$ cat src/rtl/tt_sweep_pkg.sv
// rtl/tt_sweep_pkg.sv - shared types, widths and check helpers for tt_sweep_capture
//
// Purpose: FSM state type, truth-table/index widths, and the popcount and
//          first-set-bit functions used when results are evaluated.
// Ports:   none (package).
package tt_sweep_pkg;

  localparam int TT_W  = 16;
  localparam int IDX_W = 4;
  localparam int CNT_W = 5;

  localparam logic [IDX_W-1:0] IDX_LAST = IDX_W'(TT_W - 1);

  typedef enum logic [1:0] {
    IDLE  = 2'd0,
    SWEEP = 2'd1,
    CHECK = 2'd2,
    DONE  = 2'd3
  } state_t;

  function automatic logic [CNT_W-1:0] popcount(input logic [TT_W-1:0] v);
    logic [CNT_W-1:0] c;
    c = '0;
    for (int i = 0; i < TT_W; i++) begin
      c = c + CNT_W'(v[i]);
    end
    return c;
  endfunction

  // Lowest set bit index; 0 for an all-zero vector.
  function automatic logic [IDX_W-1:0] first_set(input logic [TT_W-1:0] v);
    logic [IDX_W-1:0] r;
    r = '0;
    for (int i = TT_W - 1; i >= 0; i--) begin
      if (v[i]) begin
        r = IDX_W'(i);
      end
    end
    return r;
  endfunction

endpackage

$ cat src/rtl/tt_sweep_capture_if.sv
// rtl/tt_sweep_capture_if.sv - start/done handshake and result bus of tt_sweep_capture
//
// Purpose: groups the request (start, expected) and result signals.
// Signals: start, expected[15:0]        master -> slave
//          busy, done, tt[15:0], pass,
//          mismatch_cnt[4:0], first_fail[3:0]  slave -> master
interface tt_sweep_capture_if;
  import tt_sweep_pkg::*;

  logic             start;
  logic [TT_W-1:0]  expected;
  logic             busy;
  logic             done;
  logic [TT_W-1:0]  tt;
  logic             pass;
  logic [CNT_W-1:0] mismatch_cnt;
  logic [IDX_W-1:0] first_fail;

  modport master (
    output start, expected,
    input  busy, done, tt, pass, mismatch_cnt, first_fail
  );

  modport slave (
    input  start, expected,
    output busy, done, tt, pass, mismatch_cnt, first_fail
  );

endinterface

$ cat src/rtl/tt_compare.sv
// rtl/tt_compare.sv - combinational truth-table comparison
//
// Purpose: compares a captured truth table against the expected one.
// Ports:   tt[15:0], expected[15:0]  in
//          pass, mismatch_cnt[4:0], first_fail[3:0]  out (first_fail is 0 on pass)
module tt_compare
  import tt_sweep_pkg::*;
(
  input  logic [TT_W-1:0]  tt,
  input  logic [TT_W-1:0]  expected,
  output logic             pass,
  output logic [CNT_W-1:0] mismatch_cnt,
  output logic [IDX_W-1:0] first_fail
);

  logic [TT_W-1:0] diff;

  assign diff         = tt ^ expected;
  assign pass         = (diff == '0);
  assign mismatch_cnt = popcount(diff);
  assign first_fail   = first_set(diff);

endmodule

$ cat src/rtl/tt_sweep_capture.sv
// rtl/tt_sweep_capture.sv - sweeps a 4-input function through all minterms and checks its table
//
// Purpose: drives x0..x3 through minterms 0..15, samples y0 per minterm into tt,
//          then compares tt with the expected table latched at start.
// Params:  SETTLE (0..15) extra wait cycles per minterm before y0 is sampled.
// Ports:   clk, rst (sync, active-high)
//          bus  tt_sweep_capture_if.slave: start/expected in; busy/done/results out
//          x0..x3 out minterm drive (0 outside SWEEP); y0 in function output
// Config:  TT_REG_SAMPLE_EN - register y0 before capture; adds one SWEEP cycle.
module tt_sweep_capture
  import tt_sweep_pkg::*;
#(
  parameter int SETTLE = 0
) (
  input  logic              clk,
  input  logic              rst,
  tt_sweep_capture_if.slave bus,
  output logic              x0,
  output logic              x1,
  output logic              x2,
  output logic              x3,
  input  logic              y0
);

  localparam logic [3:0] SETTLE_C = 4'(SETTLE);

  state_t           state, state_nxt;
  logic [IDX_W-1:0] idx;
  logic [3:0]       wait_cnt;
  logic [TT_W-1:0]  exp_q;
  logic [TT_W-1:0]  tt_q;
  logic             pass_q;
  logic [CNT_W-1:0] cnt_q;
  logic [IDX_W-1:0] ff_q;

  logic             cmp_pass;
  logic [CNT_W-1:0] cmp_cnt;
  logic [IDX_W-1:0] cmp_ff;

  logic             win_end;     // last cycle of the current minterm window
  logic             sweep_last;  // final SWEEP cycle

`ifdef TT_REG_SAMPLE_EN
  logic             y0_q;
  logic             cap_pend;    // y0_q holds a window-end sample to store this cycle
  logic [IDX_W-1:0] cap_idx;
  logic             tail;        // extra cycle after minterm 15 to store its late sample

  assign win_end    = (state == SWEEP) && !tail && (wait_cnt == SETTLE_C);
  assign sweep_last = tail;

  always_ff @(posedge clk) begin
    if (rst) begin
      y0_q     <= 1'b0;
      cap_pend <= 1'b0;
      cap_idx  <= '0;
      tail     <= 1'b0;
    end else begin
      y0_q     <= y0;
      cap_pend <= win_end;
      if (win_end) begin
        cap_idx <= idx;
      end
      if (state == IDLE) begin
        tail <= 1'b0;
      end else if (win_end && (idx == IDX_LAST)) begin
        tail <= 1'b1;
      end
    end
  end
`else
  assign win_end    = (state == SWEEP) && (wait_cnt == SETTLE_C);
  assign sweep_last = win_end && (idx == IDX_LAST);
`endif

  always_ff @(posedge clk) begin
    if (rst) begin
      state <= IDLE;
    end else begin
      state <= state_nxt;
    end
  end

  always_comb begin
    state_nxt = state;
    case (state)
      IDLE:    if (bus.start) state_nxt = SWEEP;
      SWEEP:   if (sweep_last) state_nxt = CHECK;
      CHECK:   state_nxt = DONE;
      DONE:    state_nxt = IDLE;
      default: state_nxt = IDLE;
    endcase
  end

  always_ff @(posedge clk) begin
    if (rst) begin
      idx      <= '0;
      wait_cnt <= '0;
      exp_q    <= '0;
      tt_q     <= '0;
      pass_q   <= 1'b0;
      cnt_q    <= '0;
      ff_q     <= '0;
    end else begin
      case (state)
        IDLE: begin
          if (bus.start) begin
            exp_q    <= bus.expected;
            idx      <= '0;
            wait_cnt <= '0;
            tt_q     <= '0;
            pass_q   <= 1'b0;
          end
        end
        SWEEP: begin
          if (win_end) begin
            wait_cnt <= '0;
            // idx parks at 15 so x stays there through any trailing cycle.
            if (idx != IDX_LAST) begin
              idx <= idx + IDX_W'(1);
            end
`ifndef TT_REG_SAMPLE_EN
            tt_q[idx] <= y0;
`endif
          end else begin
            wait_cnt <= wait_cnt + 4'd1;
          end
        end
        CHECK: begin
          pass_q <= cmp_pass;
          cnt_q  <= cmp_cnt;
          ff_q   <= cmp_ff;
        end
        default: ;
      endcase
`ifdef TT_REG_SAMPLE_EN
      if (cap_pend) begin
        tt_q[cap_idx] <= y0_q;
      end
`endif
    end
  end

  tt_compare u_compare (
    .tt           (tt_q),
    .expected     (exp_q),
    .pass         (cmp_pass),
    .mismatch_cnt (cmp_cnt),
    .first_fail   (cmp_ff)
  );

  assign {x3, x2, x1, x0}  = (state == SWEEP) ? idx : '0;
  assign bus.busy         = (state != IDLE);
  assign bus.done         = (state == DONE);
  assign bus.tt           = tt_q;
  assign bus.pass         = pass_q;
  assign bus.mismatch_cnt = cnt_q;
  assign bus.first_fail   = ff_q;

endmodule
$ cat src/flat_wrapper.sv
// flat-port wrapper written by rule: the top's interface ports become plain ports
module tt_sweep_capture_flat import tt_sweep_pkg::*;
#(
  parameter int SETTLE = 0
)
  (clk, rst, x0, x1, x2, x3, y0, bus_start, bus_expected, bus_busy, bus_done, bus_tt, bus_pass, bus_mismatch_cnt, bus_first_fail);
  tt_sweep_capture_if bus_i ();
  input  logic clk;
  input  logic rst;
  output logic x0;
  output logic x1;
  output logic x2;
  output logic x3;
  input  logic y0;
  input wire logic [$bits(bus_i.start)-1:0] bus_start;
  input wire logic [$bits(bus_i.expected)-1:0] bus_expected;
  output wire logic [$bits(bus_i.busy)-1:0] bus_busy;
  output wire logic [$bits(bus_i.done)-1:0] bus_done;
  output wire logic [$bits(bus_i.tt)-1:0] bus_tt;
  output wire logic [$bits(bus_i.pass)-1:0] bus_pass;
  output wire logic [$bits(bus_i.mismatch_cnt)-1:0] bus_mismatch_cnt;
  output wire logic [$bits(bus_i.first_fail)-1:0] bus_first_fail;
  assign bus_i.start = bus_start;
  assign bus_i.expected = bus_expected;
  assign bus_busy = bus_i.busy;
  assign bus_done = bus_i.done;
  assign bus_tt = bus_i.tt;
  assign bus_pass = bus_i.pass;
  assign bus_mismatch_cnt = bus_i.mismatch_cnt;
  assign bus_first_fail = bus_i.first_fail;
  tt_sweep_capture #(.SETTLE(SETTLE)) u_core (.clk(clk), .rst(rst), .bus(bus_i), .x0(x0), .x1(x1), .x2(x2), .x3(x3), .y0(y0));
endmodule
$ cat config.mk
export PLATFORM = sky130hd
export DESIGN_NAME = tt_sweep_capture_flat
export DESIGN_NICKNAME = d
export VERILOG_FILES = /design/src/rtl/tt_sweep_pkg.sv /design/src/rtl/tt_sweep_capture_if.sv /design/src/rtl/tt_compare.sv /design/src/rtl/tt_sweep_capture.sv /design/src/flat_wrapper.sv
export SDC_FILE = /design/constraint.sdc
export NUM_CORES = 1
export LEC_CHECK = 0
export CAP_MARGIN = 20
export CELL_PAD_IN_SITES_DETAIL_PLACEMENT = 1
export CELL_PAD_IN_SITES_GLOBAL_PLACEMENT = 1
export CORE_MARGIN = 1
export CORE_UTILIZATION = 36
export CTS_CLUSTER_DIAMETER = 200
export DETAILED_ROUTE_END_ITERATION = 12
export MAX_ROUTING_LAYER = met4
export PLACE_DENSITY_LB_ADDON = 0.25
export SYNTH_ARGS = -nofsm -noshare
export SYNTH_HDL_FRONTEND = slang
export SYNTH_SLANG_ARGS = --single-unit
export TNS_END_PERCENT = 50
$ cat constraint.sdc
create_clock -name clk -period 3.92 [get_ports clk]
set_clock_uncertainty 0.1 [all_clocks]
set_input_delay 0.588 -clock clk [delete_from_list [all_inputs] [get_ports clk]]
set_output_delay 0.588 -clock clk [all_outputs]
set_load 0.02 [all_outputs]
# Word-level counts from Yosys, hierarchy flattened
# Cells that the tools add are included.
# Widths: inputs -> output; s select.
[word_totals] reg_bits=52 latch_bits=0 mem_bits_rw=0 mem_bits_ro=0 inputBits=20 out_inout_bits=32 wordCells=86 mem_count=0
[classes] add_sub_neg=17 mul=0 div=0 magnitude_cmp=2 eq_ne=9 shift=0 mux=34 bitwise=1 n_reduce_logical=15
[op_table] cell="$mux 4" count=21
[op_table] cell="$add 5x1->5" count=11
[op_table] cell="$mux 16" count=2
[op_table] cell="$pmux 16 s2" count=1
[op_table] cell="$bwmux 16" count=1
[op_table] cell="$logic_not 16->1" count=1
[op_table] cell="$pmux 4 s2" count=2
[op_table] cell="$xor 16x16->16" count=1
[op_table] cell="$add 4x1->4 const B" count=2
[op_table] cell="$pmux 2 s4" count=1
[op_table] cell="$reduce_and 2->1" count=4
[op_table] cell="$reduce_bool 2->1" count=3
[op_table] cell="$add 4x1->5" count=1
[op_table] cell="$lt 4x5->1 const B" count=1
[op_table] cell="$add 3x1->4" count=1
[op_table] cell="$demux 1 s4" count=1
[op_table] cell="$eq 2x2->1 const B" count=2
[op_table] cell="$eq 4x4->1 const B" count=1
[op_table] cell="$ge 4x1->1 const B" count=1
[op_table] cell="$logic_not 4->1" count=1
[op_table] cell="$mux 2" count=2
[op_table] cell="$ne 2x1->1 const B" count=2
[op_table] cell="$ne 2x2->1 const B" count=2
[op_table] cell="$ne 4x4->1 const B" count=1
[op_table] cell="9 further kinds" count=12

# Depth between registers and ports, before layout
# Gate-level depths: netlist of the first run.
[logic_depth] ltp_word=17 mapped_depth=14 mapped_depth_nobuf=14

# Modules after synthesis
# A second synthesis of the first run with hierarchy kept.
[hier_totals] cells_unflattened=375 area_unflattened_um2=3136.8
[by_module_without_submodules] module="tt_sweep_capture" instances=1 cells_each=282 area_per_inst_um2=2371.0
[by_module_without_submodules] module="tt_compare" instances=1 cells_each=93 area_per_inst_um2=765.7

# Worst setup path before layout of the first run
# Ideal clock, no wire load.
[synth_path] path_kind="register to register" start="register u_core.tt_q[3], in the netlist u_core.bus.tt[3]" end="register u_core.cnt_q[2], in the netlist u_core.bus.mismatch_cnt[2]" arrival_time_ns=3.702 slack_ns=-0.009 stages_incl_launch_ff=14 path_buffers=0 period_less_slack_ns=3.929 cell_sequence="dfxtp_1 xor2_1 inv_1 fa_1 fa_1 fa_1 fa_1 inv_1 ha_1 inv_1 fa_1 xnor2_1 mux2i_1 nor2_1"
[synth_via] elab_chain_len=14
[synth_rtl] item="start: declaration" line_no="tt_sweep_capture.sv:31" source="logic [TT_W-1:0] tt_q;"
[synth_rtl] item="start signal: indexed assignment" line_no="tt_sweep_capture.sv:123" source="tt_q[idx] <= y0;"
[synth_rtl] item="$xor 16x16->16" line_no="tt_compare.sv:18" source="assign diff = tt ^ expected;"
[synth_rtl] item="$add 3x1->4" line_no="tt_sweep_pkg.sv:25" source="c = c + CNT_W'(v[i]);"
[synth_rtl] item="$add 4x1->5" line_no="tt_sweep_pkg.sv:25"
[synth_rtl] item="$add 5x1->5 (11 in a row)" line_no="tt_sweep_pkg.sv:25"
[synth_rtl] item="end signal: assignment" line_no="tt_sweep_capture.sv:131" source="cnt_q <= cmp_cnt;"
[synth_rtl] item="end: declaration" line_no="tt_sweep_capture.sv:33" source="logic [CNT_W-1:0] cnt_q;"
# Every way passes these cells.
# A chain may end at the register's enable or synchronous reset.

# Final worst setup path of the first run
[layout_path] start="register u_core.tt_q[7], in the netlist u_core.bus.tt[7]" end="register u_core.cnt_q[4], in the netlist u_core.bus.mismatch_cnt[4]"
[layout_via] elab_chain_len=10
[layout_rtl] item="$xor 16x16->16" line_no="tt_compare.sv:18"
[layout_rtl] item="$add 5x1->5 (9 in a row)" line_no="tt_sweep_pkg.sv:25"
# Every way passes these cells.

==> flow_metrics.env, run 1 <==
export IMPL_timing_final_crit_share_pct=98.41
export IMPL_dr_pass1_iters=4
export IMPL_synthDistinctLibCells=49
export IMPL_crit_reg2reg_launch="u_core.bus.tt[7]"
export IMPL_worstReg2RegEnd="u_core.bus.mismatch_cnt[4]"
export IMPL_vias=2700
export IMPL_reg2regPathDepth=14
export IMPL_grt_usage_pct=21.36
export IMPL_start_util_pct=37.02
export IMPL_htreeDepth=2
export IMPL_gp_congestion=0.8502
export IMPL_viasPerCell=5.172
export IMPL_setup_violations=0
export IMPL_portBuffers=51
export IMPL_synth_top_family_by_area="compound AO/OA/AOI/OAI gates"
export IMPL_synth_simple_gate_area_share_pct=18.39
export IMPL_hold_end="u_core.exp_q[2]"
export IMPL_overflow=0
export IMPL_slew_viol_final=0
export IMPL_grt_max_degree=31
export IMPL_rsz0062_at_grt="true"
export IMPL_wl_mm=8.417
export IMPL_pwr_share_seq_pct=30.5
export IMPL_clk_pin_slew_ps=100
export IMPL_outcome="finished, final reports clean"
export IMPL_die_w_um=93.92
export IMPL_hold_path_class="flip-flop to flip-flop"
export IMPL_core_mm2=0.008217
export IMPL_routedWlPerCell_um=16.12
export IMPL_fin_hold_ws_ps=374.6
export IMPL_io_pins=52
export IMPL_fp_dieH_um=93.92
export IMPL_critical_path_class="flip-flop to flip-flop"
export IMPL_syn_avg_cell_area_um2=8.288
export IMPL_critical_path_arrival_ps=4010
export IMPL_root_buffer="clkbuf_8"
export IMPL_synthesis_area_mm2=0.003042
export IMPL_ys_flop_type="dfxtp_1"
export IMPL_fmax_mhz=259.2
export IMPL_power_share_clock_pct=15.0
export IMPL_routed_wl_met2_mm=4.031
export IMPL_dp_cells=511
export IMPL_hold_violations=0
export IMPL_ant_nets=0
export IMPL_end_kind="flip-flop"
export IMPL_clock_sinks=52
export IMPL_cellPowerDensity_mw_per_mm2=560.6
export IMPL_layout_drive_gt1_share_pct=12.23
export IMPL_reg2reg_slack_ps=60
export IMPL_final_common_cell="a21oi_1"
export IMPL_cp_data_required_time_ps=4070
export IMPL_final_cell_mix="a21oi_1, clkdlybuf4s50_1, dfxtp_1, nand2_1, inv_1"
export IMPL_p_sw_mw=0.9367
export IMPL_worst_slew_pin_slew_ps=774.2
export IMPL_synth_xor_area_share_pct=6.047
export IMPL_hold_path_cell_count=2
export IMPL_syn_to_final_growth_pct=26.00
export IMPL_sw_frac_of_total_pct=43.60
export IMPL_drtIter0Drc=57
export IMPL_syn_nets=413
export IMPL_async_reset_ff_share_pct=0
export IMPL_start_kind="flip-flop"
export IMPL_peakVddDrop_uv=262.7
export IMPL_cts_tree="yes"
export IMPL_power_leakage_nw=1.459
export IMPL_maxSlewHeadroom_pct=48.39
export IMPL_cts_made_buffers=5
export IMPL_intPower_mw=1.212
export IMPL_pwr_share_comb_pct=54.5
export IMPL_post_route_min_period_ps=3858
export IMPL_synth_compound_area_share_pct=19.54
export IMPL_fin_util_pct=46.64
export IMPL_cp_max_fo=3
export IMPL_ys_warn_count=0
export IMPL_m1WireLength_mm=4.128
export IMPL_drv_cap=0
export IMPL_top_layer="met4"
export IMPL_diodes=0
export IMPL_wl_met3_um=196
export IMPL_dpl_hpwl_mm=6.444
export IMPL_nets=462
export IMPL_synth_mux_area_share_pct=1.357
export IMPL_synthAdderAreaFrac_pct=13.16
export IMPL_synth_edf_count=0
export IMPL_clkLatencyLatePin_ps=320
export IMPL_min_delay_start="u_core.exp_q[2]"
export IMPL_final_fill_count=985
export IMPL_ys_seq_elements=52
export IMPL_antenna_found_initial=0
export IMPL_synth_cells=367
export IMPL_rows=33
export IMPL_cts_hold_buf=0
export IMPL_drc_errors=0
export IMPL_yosysSeqAreaShare_pct=34.22
export IMPL_grt_pass1_wl_mm=14.16
export IMPL_fin_cells=522
export IMPL_grt_pass1_vias=2807
export IMPL_fp_dieArea_mm2=0.008821
export IMPL_clockBufferDepth=2
## how the worst max path moves through the flow
stage / startpoint / to / cells after the start
global placement: u_core.bus.tt[1] / u_core.bus.mismatch_cnt[2] / 12
detailed placement: u_core.bus.tt[13] / u_core.bus.mismatch_cnt[4] / 13
global route: u_core.bus.tt[7] / u_core.bus.mismatch_cnt[2] / 14
floorplan: u_core.bus.tt[7] / u_core.bus.mismatch_cnt[2] / 14
CTS: u_core.bus.tt[3] / u_core.bus.mismatch_cnt[3] / 12
finish: u_core.bus.tt[7] / u_core.bus.mismatch_cnt[4] / 14
## critical path, stage by stage (launching register included)
cell,delay (ps)
dfxtp_2,350
xnor2_2,180
inv_2,70
fa_1,520
inv_2,40
fa_1,560
fa_1,440
fa_1,450
inv_1,70
ha_2,180
inv_2,40
fa_2,390
nor2b_1,150
o211ai_1,100
a21oi_1,160
## state kept, by name, indices dropped and copies added, names as in the netlist
register,flops
u_core.exp_q,16
u_core.idx,4
u_core.bus.mismatch_cnt,5
u_core.wait_cnt,4
u_core.state,2
u_core.bus.pass,1
u_core.bus.tt,16
u_core.bus.first_fail,4
## cells in the mapped netlist, drive strengths merged, types with 2 or more instances
library cell  instances  area share, %
dfxtp                52             34
or4                   2           0.49
fa                   10            6.6
xnor2                 8            2.3
a21o                  3           0.74
o21ai                22            3.7
a211oi                4           0.99
nor3                  4            1.0
xor2                 13            3.7
ha                   16            6.6
buf                  14            2.8
or2                   2           0.41
a32o                  2           0.66
nand3                19            3.1
mux2i                 3           0.99
nand4                 5            1.0
a21oi                58            9.5
or3                   2           0.41
inv                  27            3.3
clkbuf                9            1.2
o211ai                3           0.74
nand2                44            5.4
o31ai                 2           0.49
nor2b                 3           0.62
and2                  5            1.0
nand2b                5            1.0
nor2                 14            1.7
## power by group through the flow
| stage | clock [mW] | sequential (mW) | combinational (mW) |
|---|---|---|---|
| after floorplan | 0 | 0.674 | 0.824 |
| after global placement | 0 | 0.659 | 1.11 |
| after detailed placement | 0 | 0.663 | 1.15 |
| after CTS | 0.330 | 0.656 | 1.17 |
| after global routing | 0.355 | 0.668 | 1.34 |
| final | 0.322 | 0.656 | 1.17 |
## cells by family (layout without fill, tap and decap cells)
| logic type | after synthesis | in the layout |
|---|---|---|
| flip-flops | 52 | 52 |
| AO/OA/AOI/OAI | 102 | 102 |
| adder cells (fa/ha/maj) | 26 | 26 |
| multiplexers | 4 | 4 |
| buffers and inverters | 50 | 100 |
| XOR/XNOR | 21 | 21 |
| AND/OR/NAND/NOR | 112 | 112 |
## what timing repair did
action / CTS / global route
gates resized for setup: 12 / 8
setup endpoints to repair: 2 / 4
pin swaps: 0 / 10
gates cloned: 0 / 0
setup buffers: 0 / 3
## layout make-up
| type | instances | area, um^2 | share of cell area, % |
|---|---|---|---|
| multi-input combinational | 265 | 1852 | 48.32 |
| inverter | 27 | 101.3 | 2.644 |
| clock inverter | 2 | 16.27 | 0.4244 |
| clock buffer | 6 | 72.57 | 1.894 |
| tap | 105 | 131.4 | 3.428 |
| timing repair buffer | 65 | 610.6 | 15.93 |
| sequential | 52 | 1049 | 27.36 |
## routing by layer
metal	vias to the layer above	global-route usage (%)
li1	1342	-
met1	1321	28.31
met2	29	34.49
met3	8	3.641
met4	0	3.974
met5	-	-
## per-stage QoR
step                      total power, mW  setup TNS, ps  instance area [um^2]  setup WS [ps]
after floorplan                     1.497              0                  3049          39.73
after global placement              1.767              0                  3649          65.58
after detailed placement            1.809         -86.22                  3649         -48.39
after CTS                           2.153              0                  3791          54.56
after global routing                2.359         -232.3                  3832         -102.9
final                               2.148              0                  3832          62.19
Note: power is estimated with default switching activity, not from simulation.
==> run 2: changes to the inputs <==
Settings changed: PLACE_DENSITY_LB_ADDON 0.25 to 0.3, SLEW_MARGIN set to 20.
==> flow_metrics.env, run 2 (synthesis gave the netlist of run 1 again) <==
export IMPL_outcome="finished, final reports clean"
export IMPL_end_kind="flip-flop"
export IMPL_die_w_um=93.92
export IMPL_dr_pass1_iters=4
export IMPL_reg2regPathDepth=11
export IMPL_stdcell_area_mm2=0.003855
export IMPL_antenna_found_initial=0
export IMPL_grt_pass1_wl_mm=13.95
export IMPL_clk_pin_slew_ps=100
export IMPL_place_ws_ps=-67.85
export IMPL_grt_usage_pct=20.90
export IMPL_timing_final_crit_share_pct=97.89
export IMPL_viasPerCell=5.266
export IMPL_setup_violations=0
export IMPL_drtIter0Drc=76
export IMPL_gp_congestion=0.8365
export IMPL_final_common_cell="a21oi_1"
export IMPL_critical_path_arrival_ps=3960
export IMPL_clkLatencyLatePin_ps=320
export IMPL_timing_setup_tns_ps=0
export IMPL_worst_slew_pin_slew_ps=1005
export IMPL_nets=466
export IMPL_cp_max_fo=2
export IMPL_syn_to_final_growth_pct=26.74
export IMPL_min_delay_start="u_core.exp_q[8]"
export IMPL_cp_data_required_time_ps=4040
export IMPL_maxSlewHeadroom_pct=32.82
export IMPL_cellPowerDensity_mw_per_mm2=558.6
export IMPL_hold_path_class="flip-flop to flip-flop"
export IMPL_ant_nets=0
export IMPL_reg2reg_slack_ps=80
export IMPL_htreeDepth=2
export IMPL_slew_viol_final=0
export IMPL_core_mm2=0.008217
export IMPL_worstReg2RegEnd="u_core.bus.mismatch_cnt[1]"
export IMPL_fin_util_pct=46.92
export IMPL_fin_hold_ws_ps=374.9
export IMPL_peakVddDrop_uv=221.7
export IMPL_vias=2770
export IMPL_portBuffers=51
export IMPL_rows=33
export IMPL_hold_end="u_core.exp_q[8]"
export IMPL_post_route_min_period_ps=3837
export IMPL_dp_cells=515
export IMPL_fp_dieH_um=93.92
export IMPL_crit_reg2reg_launch="u_core.exp_q[13]"
export IMPL_fin_cells=526
export IMPL_root_buffer="clkbuf_8"
export IMPL_cts_tree="yes"
export IMPL_wl_mm=8.477
export IMPL_clockBufferDepth=2
export IMPL_cts_made_buffers=5
export IMPL_drc_errors=0
export IMPL_fmax_mhz=260.6
export IMPL_layout_drive_gt1_share_pct=11.88
export IMPL_io_pins=52
export IMPL_hold_path_cell_count=2
export IMPL_critical_path_class="flip-flop to flip-flop"
export IMPL_start_util_pct=37.02
export IMPL_start_kind="flip-flop"
export IMPL_setup_slack_ps=82.70
export IMPL_diodes=0
export IMPL_rsz0062_at_grt="true"
export IMPL_grt_max_degree=31
export IMPL_fp_dieArea_mm2=0.008821
export IMPL_grt_pass1_vias=2851
export IMPL_fin_total_pwr_mw=2.153
export IMPL_drv_cap=0
export IMPL_dpl_hpwl_mm=6.432
export IMPL_clock_sinks=52
export IMPL_power_leakage_nw=1.474
export IMPL_routedWlPerCell_um=16.12
export IMPL_overflow=0
export IMPL_cts_hold_buf=0
export IMPL_post_dp_cell_area_mm2=0.003684
export IMPL_final_cell_mix="a21oi_1, clkdlybuf4s50_1, dfxtp_1, nand2_1, inv_1"
export IMPL_hold_violations=0
## run 2: cell types whose count changed in the layout (fill, tap and decap cells not counted), sizes merged
cell,change
buf,+3
clkdlybuf4s50,+1
## run 2: power breakdown
group	switching (mW)	internal, mW	total [mW]
sequential	0.0569	0.598	0.654
clock	0.197	0.128	0.325
combinational	0.684	0.490	1.17
total	0.938	1.22	2.15
## run 2: metal layers
metal / share of wire [%] / wire [um] / track usage [%] / vias to the layer above
li1: - / - / - / 1351
met1: 47 / 3978 / 26.11 / 1367
met2: 49 / 4180 / 36.19 / 45
met3: 2.8 / 238 / 2.670 / 7
met4: 0.93 / 79 / 4.231 / 0
met5: 0 / 0 / - / -
## run 2: final cells by class
cell class,instances,area (um^2)
Clock buffer,6,72.57
Clock inverter,2,16.27
Fill cell,989,4362
Inverter,27,101.3
Multi-Input combinational cell,265,1841
Sequential cell,52,1047
Tap cell,105,131.4
Timing Repair Buffer,69,645.6
## run 2: how the worst max path moves through the flow
stage	to	from
after global routing	u_core.bus.mismatch_cnt[1]	u_core.exp_q[7]
after floorplan	u_core.bus.mismatch_cnt[2]	u_core.bus.tt[7]
after detailed placement	u_core.bus.mismatch_cnt[2]	u_core.bus.tt[13]
after CTS	u_core.bus.mismatch_cnt[1]	u_core.bus.tt[7]
after global placement	u_core.bus.mismatch_cnt[2]	u_core.bus.tt[13]
final	u_core.bus.mismatch_cnt[1]	u_core.exp_q[13]
## run 2: worst max-delay path, cell delays in order, from the launching register on
cell and delay, ps:
dfxtp_2 370, xor2_2 220, inv_2 80, fa_1 480, fa_1 560, fa_2 450, fa_1 540, inv_1 40
ha_1 190, inv_1 70, fa_2 430, a211oi_1 220
## run 2: repair_timing
action / CTS / global route
hold endpoints to repair: 0 / 0
setup endpoints to repair: 4 / 4
resized for setup: 5 / 11
buffers inserted: 2 / 1
pin swaps: 2 / 6
==> RTL change 1, RTL diff (flow settings as in run 1) <==
Put a register stage on the output `x1`, with the module's reset. The value now appears one clock later. The other outputs are not delayed to match.
--- a/src/rtl/tt_sweep_capture.sv
+++ b/src/rtl/tt_sweep_capture.sv
@@ -24,4 +24,6 @@
 
   localparam logic [3:0] SETTLE_C = 4'(SETTLE);
+
+  logic x1_d;
 
   state_t           state, state_nxt;
@@ -150,5 +152,5 @@
   );
 
-  assign {x3, x2, x1, x0}  = (state == SWEEP) ? idx : '0;
+  assign {x3, x2, x1_d, x0}  = (state == SWEEP) ? idx : '0;
   assign bus.busy         = (state != IDLE);
   assign bus.done         = (state == DONE);
@@ -158,3 +160,11 @@
   assign bus.first_fail   = ff_q;
 
+  always_ff @(posedge clk) begin
+    if (rst) begin
+      x1 <= '0;
+    end else begin
+      x1 <= x1_d;
+    end
+  end
+
 endmodule
Function: changed (Yosys sat finds a counterexample within 4 cycles, from zero or initial values and one cycle with rst high).
==> RTL change 1 against run 1 <==
The flow now finishes with violations (design-rule violations). Power rose by 2.5%. Synthesized area did not move. Setup slack improved by 0.033 ns. Sequential cell count rose by 1. Sequential power rose by 2%. Sequential share of layout area rose by 0.19 points. Routed wire length rose by 9.8%. Design area rose by 1.3%.
==> RTL change 1: results (changes against run 1) <==
metric	value	unit	change
post-placement cell count	524		+2.5%
synth top area cells	dfxtp_1, a21oi_1, fa_1		
routed length per instance	17.30	um	+7.3%
# nets final	474		+2.6%
mean number of vias per cell	5.281		+2.1%
Syn Nets	417		+0.97%
drt first pass iters	8		+4
WL final	9.239	mm	+9.8%
initial antenna violation count	0		unchanged
Post-synth top cells	a21oi_1, dfxtp_1, nand2_1, inv_1, nand3_1		
Iteration-0 DRC Markers	99		+74%
CP max stage cell	fa_1		
layout cells sized above 1	0.1352		+0.01290
failing checks	design-rule violations		
vias in the first global route	2854		+1.7%
largest net degree at the start of global routing	43		+39%
detailed placement HPWL	6.745	mm	+4.7%
Residual DRC	2		+2
Crit Path Max Fanout	2		-1
Num CTS Buffers	5		unchanged
outcome	complete, but fails checks		
clk_lat worst skew	0.32	ns	about the same
Post-synth EDFFs	0		unchanged
Final ANT Viol Nets	0		unchanged
Worst-Margin Slew	0.8412	ns	+0.06699 ns
VDD IR max	219.8	uV	-16%
global-route wire length before repair	14.97	mm	+5.7%
Placement Cell Area	0.003759	mm2	+3.0%
Post-Synthesis Cells	371		+1.1%
sequential fraction of the synthesis area	0.3488		+0.006582
total global-route track usage	0.2304		+0.01673
Pleak	0.001588	uW	+8.9%
switching power	979.4	uW	+4.6%
Worst EP arrival	3.93	ns	-0.08 ns
Max H-tree Level	2		unchanged
number of distinct library cells after synthesis	47		-4.1%
routability cong.	0.7874		-7.4%
==> RTL change 1: logic make-up after synthesis <==
group	share of synthesized area
DFF	0.3488
xor gates and xnor gates	0.06294
adders and majority gates	0.1316
buffers and inverters	0.07733
and+or+nand+nor	0.1711
muxes	0.01481
AOI/OAI and AO/OA	0.1933
==> RTL change 1: final timing paths <==
kind,from,to,slack (ns),cells past startpoint
worst max register to register,u_core.bus.tt[11],u_core.bus.mismatch_cnt[4],0.1,13
worst min-delay path,u_core.exp_q[3],u_core.exp_q[3],0.38,2
worst min register to register,u_core.exp_q[3],u_core.exp_q[3],0.38,2
worst max-delay path,u_core.bus.tt[11],u_core.bus.mismatch_cnt[4],0.1,13
==> RTL change 1: cell type report <==
class / count / area [um2]
inverters: 33 / 123.9
well taps: 105 / 131.4
clock buffers: 6 / 72.57
repair buffers: 75 / 685.7
clock inverters: 2 / 10.01
flip-flops and latches: 53 / 1070
fillers: 992 / 4333
multi-input cells: 260 / 1790
==> RTL change 1: repair_timing <==
action	CTS	global route
gates cloned	0	0
pin swaps	2	11
setup endpoints to repair	4	4
setup buffers	1	1
gates resized for setup	4	7
==> RTL change 1: metal layers <==
metal / global-route usage / vias to the layer above / part of all wire
met5: - / - / 0
met4: 0.06410 / 0 / 0.015
met3: 0.02670 / 10 / 0.026
met2: 0.3729 / 59 / 0.48
met1: 0.3036 / 1389 / 0.48
li1: - / 1362 / -
==> RTL change 1: power by group through the flow <==
stage               clock network (uW)  logic [uW]  registers, uW
floorplan                            0         798            692
detailed placement                   0        1150            679
global route                       350        1370            680
finish                             317        1220            668
CTS                                324        1170            668
global placement                     0        1120            674
==> RTL change 1: worst register-to-register path: cells and delay by family (launching register included) <==
| kind | cells | cell delay, ns |
|---|---|---|
| flip-flops | 1 | 0.35 |
| AND/OR/NAND/NOR | 1 | 0.07 |
| buffers and inverters | 3 | 0.20 |
| AO/OA/AOI/OAI | 2 | 0.23 |
| adder cells (fa/ha/maj) | 6 | 2.57 |
| XOR/XNOR | 1 | 0.19 |
==> RTL change 1: stage by stage <==
| step | utilization | setup WS (ns) |
|---|---|---|
| global route | 0.4727 | -0.03863 |
| global placement | 0.4574 | 0.07030 |
| detailed placement | 0.4574 | -0.01708 |
| CTS | 0.4699 | 0.02203 |
| finish | 0.4727 | 0.09541 |
| floorplan | - | 0.001434 |
==> RTL change 2, RTL diff (settings of run 1) <==
Without the edit above. Set the package constant `CNT_W` to 7 (it was 5).
--- a/src/rtl/tt_sweep_pkg.sv
+++ b/src/rtl/tt_sweep_pkg.sv
@@ -8,5 +8,5 @@
   localparam int TT_W  = 16;
   localparam int IDX_W = 4;
-  localparam int CNT_W = 5;
+  localparam int CNT_W = 7;
 
   localparam logic [IDX_W-1:0] IDX_LAST = IDX_W'(TT_W - 1);
Interface: changed (resized bus_mismatch_cnt); port bits go from 52 to 54. No check against the original RTL was run, so the function may have changed too.
==> RTL change 2 against run 1 <==
Global-route usage shrank 0.34 points. Sequential cell count is the same. Power up 4.9%. Setup slack lost 0.022 ns. Non-clock buffer count up 2. Synthesized area is 1.0% higher. Routed wire length up 5.1%. Final cell count increased by 1.5%. Worst hold slack improved by 0.0017 ns. Synthesized cell count rose by 1.6%. Largest cell class unchanged. Design area increased by 0.95%. Critical path depth decreased by 1.
==> RTL change 2: results (changes against run 1) <==
metric	value	unit	change
pre-CTS setup slack	-0.08311	ns	-0.03472 ns
WL final	8.846	mm	+5.1%
routability cong.	0.8207		-3.5%
Num CTS Buffers	5		unchanged
clk buf depth	2		unchanged
worst reg2reg path endpoint	u_core.bus.mismatch_cnt[2]		
Worst EP arrival	3.96	ns	-0.05 ns
Worst Reg-to-Reg Cells	13		-1
post-placement cell count	520		+1.8%
Critical Path Max Stage Delay	0.56	ns	about the same
flop2flop setup slack	0.04	ns	-0.02 ns
outcome	complete, no violations		
layout cells sized above 1	0.1271		+0.004757
YS warnings	0		unchanged
Max H-tree Level	2		unchanged
Pleak	0.001524	uW	+4.5%
via count	2764		+2.4%
worst hold path endpoint	u_core.exp_q[4]		
largest net degree at the start of global routing	52		+68%
Post-Synthesis Cells	373		+1.6%
Crit Reg-Reg Startpoint	u_core.bus.tt[0]		
Min Hold Slack	0.3763	ns	+0.001695 ns
Worst-path clk slew	0.11	ns	
vias in the first global route	2687		-4.3%
number of distinct library cells after synthesis	53		+8.2%
VDD IR max	201.7	uV	-23%
initial antenna violation count	0		unchanged
mean number of vias per cell	5.215		+0.83%
Iteration-0 DRC Markers	116		+100%
drt first pass iters	4		unchanged
total global-route track usage	0.2102		-0.003421
# resized after CTS	4		-8
hold path start	u_core.exp_q[4]		
Placement Cell Area	0.003702	mm2	+1.5%
sequential fraction of the synthesis area	0.3388		-0.003484
Hold Buf Count CTS	0		unchanged
Setup Fix Bufs, Post-CTS	0		unchanged
detailed placement HPWL	6.521	mm	+1.2%
global-route wire length before repair	13.90	mm	-1.8%
clk_lat worst skew	0.32	ns	about the same
gate family responsible for the most delay along the worst path	adder cells		
# nets final	470		+1.7%
synth top area cells	dfxtp_1, a21oi_1, fa_1		
Slew HR	0.4629		-0.02102
Net Sw Frac	0.4493		+0.01333
Post-synth top cells	a21oi_1, dfxtp_1, nand2_1, inv_1, o21ai_1		
fillers	1010		+2.5%
==> RTL change 2: cell families (layout without fill, tap and decap cells) <==
kind of cell,after synthesis,count (layout),synth area share
multiplexers,4,4,0.01466
XOR/XNOR,21,21,0.06474
flip-flops,52,52,0.3388
buffers and inverters,56,107,0.07736
AND/OR/NAND/NOR,108,108,0.1755
adder cells (fa/ha/maj),26,26,0.1303
AO/OA/AOI/OAI,105,105,0.1975
other,1,2,0.001220
==> RTL change 2: power by group through the flow <==
stage	clock, uW	sequential, uW	combinational, uW
floorplan	0	675	843
global placement	0	661	1170
detailed placement	0	663	1200
CTS	346	653	1210
global route	368	664	1400
finish	336	654	1260
==> RTL change 2: area by class of cell <==
class                      count  area (um2)  share of cell area
timing repair buffer          67       625.6              0.1617
tap                          105       131.4             0.03396
clock buffer                   5       68.82             0.01779
sequential                    52        1047              0.2707
clock inverter                 3       26.28            0.006792
multi-input combinational    266        1849              0.4780
inverter                      32       120.1             0.03105
==> RTL change 2: how the worst max path moves through the flow <==
| stage | start | end | slack, ns |
|---|---|---|---|
| finish | u_core.bus.tt[0] | u_core.bus.mismatch_cnt[2] | 0.04 |
| detailed placement | u_core.bus.tt[1] | u_core.bus.mismatch_cnt[2] | -0.08 |
| floorplan | u_core.bus.tt[13] | u_core.bus.mismatch_cnt[2] | 0.008 |
| global placement | u_core.bus.tt[1] | u_core.bus.mismatch_cnt[2] | 0.008 |
| CTS | u_core.bus.tt[1] | u_core.bus.mismatch_cnt[2] | -0.001 |
| global route | u_core.bus.tt[11] | u_core.bus.mismatch_cnt[2] | -0.10 |
==> RTL change 2: routing by layer <==
layer	vias to the layer above	track usage	routed length, um
met5	-	-	0
li1	1363	-	-
met1	1361	0.2773	4301
met2	36	0.3436	4320
met4	0	0.04231	53
met3	4	0.02899	171
